File: src/rtl/adc_frame_packer.sv
// adc_frame_packer
// Packs 16-bit ADC samples {data_a, data_b} into framed 32-bit words for the
// fiber TX write FIFO: header {SYNC_TAG, seq}, N/2 payload words {even, odd},
// and, when FRAME_CSUM_EN is defined, a trailer {TRAIL_TAG, sum16}.
// A frame whose first sample arrives while the FIFO is almost full is
// swallowed whole, so the receiver only ever sees complete frames.
// Optional feature macro: FRAME_CSUM_EN (checksum trailer and TRAIL state).
module adc_frame_packer #(
   parameter int unsigned SAMPLES_PER_FRAME = 256,
   parameter logic [15:0] SYNC_TAG          = 16'hEB90
`ifdef FRAME_CSUM_EN
   ,parameter logic [15:0] TRAIL_TAG        = 16'hC3C3
`endif
) (
   input  logic        clk,
   input  logic        rst_n,
   input  logic        enable,
   input  logic        smp_valid,
   input  logic [15:0] smp_data,
   input  logic        fifo_almost_full,
   output logic        out_valid,
   output logic [31:0] out_data,
   output logic [15:0] frame_seq,
   output logic [15:0] frame_cnt,
   output logic [15:0] drop_cnt,
   output logic        busy
);

   // Sample index counter is wide enough for 0..N-1.
   localparam int CNT_W = $clog2(SAMPLES_PER_FRAME);
   localparam logic [CNT_W-1:0] LAST_IDX = CNT_W'(SAMPLES_PER_FRAME - 1);

`ifdef FRAME_CSUM_EN
   typedef enum logic [1:0] {ST_IDLE, ST_PAYLOAD, ST_DROP, ST_TRAIL} state_t;
`else
   typedef enum logic [1:0] {ST_IDLE, ST_PAYLOAD, ST_DROP} state_t;
`endif

   // Saturating 16-bit increment for the drop counter.
   function automatic logic [15:0] sat_inc16(input logic [15:0] v);
      return (v == 16'hFFFF) ? v : v + 16'd1;
   endfunction

   state_t           r_state;
   logic [CNT_W-1:0] r_cnt;
   logic             r_out_valid;
   logic [31:0]      r_out_data;
   logic [15:0]      r_frame_seq;
   logic [15:0]      r_frame_cnt;
   logic [15:0]      r_drop_cnt;
   logic [15:0]      r_even;
`ifdef FRAME_CSUM_EN
   logic [15:0]      r_csum;
`endif

   logic w_start;
   logic w_pay_acc;
   logic w_last;

   // Frame start is only recognised in IDLE; enable is ignored once a frame runs.
   assign w_start   = (r_state == ST_IDLE) && smp_valid && enable;
   assign w_pay_acc = (r_state == ST_PAYLOAD) && smp_valid;
   assign w_last    = (r_cnt == LAST_IDX);

   // Framing FSM with registered output word, sequence and frame/drop counters.
   always_ff @(posedge clk or negedge rst_n) begin
      if (!rst_n) begin
         r_state     <= ST_IDLE;
         r_cnt       <= '0;
         r_out_valid <= 1'b0;
         r_out_data  <= 32'd0;
         r_frame_seq <= 16'd0;
         r_frame_cnt <= 16'd0;
         r_drop_cnt  <= 16'd0;
      end else begin
         r_out_valid <= 1'b0;
         case (r_state)
            ST_IDLE: begin
               if (w_start) begin
                  // Start sample is index 0; the next one accepted is index 1.
                  r_frame_seq <= r_frame_seq + 16'd1;
                  r_cnt       <= CNT_W'(1);
                  if (fifo_almost_full) begin
                     r_state    <= ST_DROP;
                     r_drop_cnt <= sat_inc16(r_drop_cnt);
                  end else begin
                     r_state     <= ST_PAYLOAD;
                     r_out_valid <= 1'b1;
                     r_out_data  <= {SYNC_TAG, r_frame_seq};
                  end
               end
            end
            ST_PAYLOAD: begin
               if (smp_valid) begin
                  r_cnt <= r_cnt + CNT_W'(1);
                  // Odd index completes the word started by the held even sample.
                  if (r_cnt[0]) begin
                     r_out_valid <= 1'b1;
                     r_out_data  <= {r_even, smp_data};
                  end
                  if (w_last) begin
`ifdef FRAME_CSUM_EN
                     r_state <= ST_TRAIL;
`else
                     r_state     <= ST_IDLE;
                     r_frame_cnt <= r_frame_cnt + 16'd1;
`endif
                  end
               end
            end
            ST_DROP: begin
               if (smp_valid) begin
                  r_cnt <= r_cnt + CNT_W'(1);
                  if (w_last) begin
                     r_state <= ST_IDLE;
                  end
               end
            end
`ifdef FRAME_CSUM_EN
            ST_TRAIL: begin
               // Any sample offered here is discarded; the sum is already final.
               r_out_valid <= 1'b1;
               r_out_data  <= {TRAIL_TAG, r_csum};
               r_frame_cnt <= r_frame_cnt + 16'd1;
               r_state     <= ST_IDLE;
            end
`endif
            default: begin
               r_state <= ST_IDLE;
            end
         endcase
      end
   end

   // Sample holding register and running checksum; pure datapath, no reset needed.
   always_ff @(posedge clk) begin
      if (w_start || (w_pay_acc && !r_cnt[0])) begin
         r_even <= smp_data;
      end
`ifdef FRAME_CSUM_EN
      if (w_start) begin
         r_csum <= smp_data;
      end else if (w_pay_acc) begin
         r_csum <= r_csum + smp_data;
      end
`endif
   end

   assign out_valid = r_out_valid;
   assign out_data  = r_out_data;
   assign frame_seq = r_frame_seq;
   assign frame_cnt = r_frame_cnt;
   assign drop_cnt  = r_drop_cnt;
   assign busy      = (r_state != ST_IDLE);

endmodule

File: config.mk
export PLATFORM = sky130hd
export DESIGN_NAME = adc_frame_packer
export DESIGN_NICKNAME = d
export VERILOG_FILES = /design/src/rtl/adc_frame_packer.sv
export SDC_FILE = /design/constraint.sdc
export NUM_CORES = 1
export LEC_CHECK = 0
export ABC_CLOCK_PERIOD_IN_PS = 2900
export CAP_MARGIN = 20
export CORE_MARGIN = 2
export CORE_UTILIZATION = 45
export CTS_CLUSTER_SIZE = 25
export DETAILED_ROUTE_END_ITERATION = 8
export HOLD_SLACK_MARGIN = 0.15
export PLACE_DENSITY = 0.84
export SETUP_SLACK_MARGIN = 0.02
export SKIP_LAST_GASP = 1
export SYNTH_ARGS = -nofsm -noshare
export SYNTH_HDL_FRONTEND = slang
export SYNTH_SLANG_ARGS = --single-unit
File: constraint.sdc
create_clock -name clk -period 2.9 [get_ports clk]
set_clock_uncertainty 0.2 [all_clocks]
set_input_delay 0.435 -clock clk [delete_from_list [all_inputs] [get_ports clk]]
set_output_delay 0.435 -clock clk [all_outputs]
set_load 0.01 [all_outputs]
==> run summary <==
slowest CP cell: clkdlybuf4s50_1
DRC viols: 0
Clock Tree Buf Depth: 2
core box area: 0.0102 mm^2
post-DP HPWL: 7430 um
first-pass GRT wire length: 16800 um
Cell Chain, Critical Path: inv_1 > ha_1 > inv_1 > clkdlybuf4s50_1
CP Buf/Inv Count: 3
antenna viol nets, final: 0
met2 GRT Util: 29.5%
Leak: 2.53 nW
port bufs: 102
share of cells above drive strength 1: 6.27%
CP delay by family, top: buffers and inverters
CTS-repair resized insts: 0
Std-Cell Rows: 37
worst r2r src: r_state[1]$_DFFE_PN0P_
# clock sinks: 107
Slew Limit Fails: 0
Die H: 106 um
die width: 106 um
Worst-Skew Late Latency: 0.36 ns
pin count of the biggest net entering global routing: 65
GPL Wtd Cong: 0.882
clock root cell: clkbuf_8
Crit path largest cell delay: 0.48 ns
Starting Density: 45.8%
CP max FO: 7
CP Launch Type: flip-flop
VDD IR-drop max: 0.443 mV
die area: 0.0112 mm^2
worst-margin pin slew: 0.655 ns
number of vias per cell: 5.30
Nets: 548
vias in the first global route: 3391
Avg Synthesized Cell Area: 11.3 um^2
RSZ-0062 raised after global routing: false
Hold Fails Final Rpt: 0
dpl cell area: 0.00587 mm^2
DR WL/cell: 15.5 um
max cap viols: 0
Final period util: 81.4%
status: finished, final reports clean
Layout area overhead: 29.8%
Critical Setup Path Class: flip-flop to primary output
Seq cells post-synth: 107
initial antenna violation count: 0
TritonRoute pass-1 iters: 4
Synthesized Nets: 441
Yosys Warn Count: 0
CP startpoint: r_state[1]$_DFFE_PN0P_
PwrDens: 784 mW/mm^2
GR Layer Usage met3: 4.33%
Worst Path Required: 2.27 ns
fin area: 0.00605 mm^2
ANT cells: 0
GRT Residual Overflow: 0
setup TNS: 0 ns
Worst-path clk slew: 0.10 ns
number of I/O pins: 103
Mapped Cells: 414
drt first-iter violations: 168
sequential area share after synthesis: 59.2%
crit-path most repeated cell: inv_1
Mapped Area: 0.00466 mm^2
CTS HTree Levels: 3
total track usage: 18.9%
f_max: 423 MHz
total wire length: 10300 um
Inserted Clock Buffers: 9
routing usage on met1: 26.4%
CP arrival: 1.73 ns
post-layout minimum cycle time: 2.36 ns
Setup Viol. Count Final: 0
hold slack: 0.294 ns
Crit. End Element: primary output
HP Class: flip-flop to flip-flop
slew margin rel.: 56.3%
Fill cells: 831
busiest grt layer: met2
CTS tree: built
Unique masters post-synth: 37
via count: 3510
worst hold start: frame_cnt[9]$_DFFE_PN0P_
-- cells by family (layout without fill, tap and decap cells) --
group           after synthesis  in the layout  synth area share [%]
simple gates                148            148                  16.6
flops                       107            107                  59.2
fa+ha+maj                     6              6                  1.61
compound gates               48             48                  6.04
xor+xnor                     47             47                  8.83
buf+inv                      37            149                  3.19
mux                          21             21                  4.59
-- layout by cell type (no fill, tap or decap), drive strengths merged, types with 9 or more instances in the layout --
cell type      synthesis  final
clkdlybuf4s50          0    101
dfrtp                 91     91
nor2                  36     36
nand3                 27     27
nand2                 26     26
xnor2                 26     26
inv                   23     26
xor2                  21     21
a21oi                 19     19
nand4                 18     18
mux2i                 18     18
edfxtp                16     16
o21ai                 15     15
nor3                   9      9
clkbuf                 7      9
nor4                   9      9
-- repair_timing --
action	CTS	global route
hold buffers	1	0
endpoints found under the hold margin	50	0
setup buffers	0	0
-- report_power, final --
| part | internal, mW | leakage (nW) | switching, mW |
|---|---|---|---|
| logic | 0.891 | 1.13 | 0.850 |
| clock network | 0.319 | 0.0880 | 0.516 |
| registers | 1.88 | 1.31 | 0.283 |
-- cell usage after synthesis (all sizes together) --
cell type   n  area share, %
a31oi       8            1.1
or2         1           0.13
nor3        9           0.97
and2        3           0.40
dfrtp      91             49
nand2      26            2.1
buf         7           0.78
mux2        3           0.72
inv        23            1.9
edfxtp     16             10
a21oi      19            2.0
nand4      18            2.4
and3        8            1.1
nor2       36            3.0
nand2b      1           0.13
o21ai      15            1.6
nor4        9            1.7
o22ai       1           0.13
nor3b       2           0.32
or3         2           0.27
nor4b       1           0.32
and4        5           0.94
a22o        2           0.38
ha          6            1.6
xor2       21            3.9
o31a        1           0.19
clkbuf      7           0.56
mux2i      18            3.9
o32ai       1           0.19
xnor2      26            4.9
a211oi      1           0.43
nand3      27            2.9
-- final cells by class --
cell class | instances | area [um^2] | share of cell area (%)
Multi-Input combinational cell | 270 | 1760 | 29.0
Clock buffer | 9 | 124 | 2.05
Inverter | 23 | 86.3 | 1.43
Timing Repair Buffer | 110 | 1110 | 18.3
Sequential cell | 107 | 2760 | 45.6
Tap cell | 136 | 170 | 2.81
Clock inverter | 7 | 51.3 | 0.847
-- per-stage QoR --
stage               power [mW]  cells  worst slack (ns)  util (%)
floorplan                 3.04    414             0.268         -
CTS                       4.78    662             0.518      59.4
detailed placement        3.94    645             0.419      57.6
finish                    4.74    662             0.538      59.4
global placement          3.87    645             0.459      57.6
global route              5.04    662             0.426      59.4
-- sequential cells by signal (all words and copies together) (netlist names) --
signal / count
frame_seq: 16
r_cnt: 8
frame_cnt: 16
r_even: 16
out_valid: 1
out_data: 32
drop_cnt: 16
r_state: 2
-- routing by layer --
metal / share of wire [%] / wire length (um)
met1: 46 / 4740
met2: 47 / 4840
met3: 4.6 / 472
met4: 2.0 / 208
met5: 0 / 0
-- final timing paths --
check / end / cells after the start / slack [ns]
setup / recovery: busy / 4 / 0.54
max in group asynchronous: frame_seq[2]$_DFFE_PN0P_ / 3 / 1.42
min in group asynchronous: out_data[14]$_DFFE_PN0P_ / 2 / 0.43
hold / removal: frame_cnt[9]$_DFFE_PN0P_ / 1 / 0.29
setup reg to reg: drop_cnt[12]$_DFFE_PN0P_ / 6 / 0.55
hold reg to reg: frame_cnt[9]$_DFFE_PN0P_ / 1 / 0.29
No activity file was read; power rests on OpenSTA's default activity.
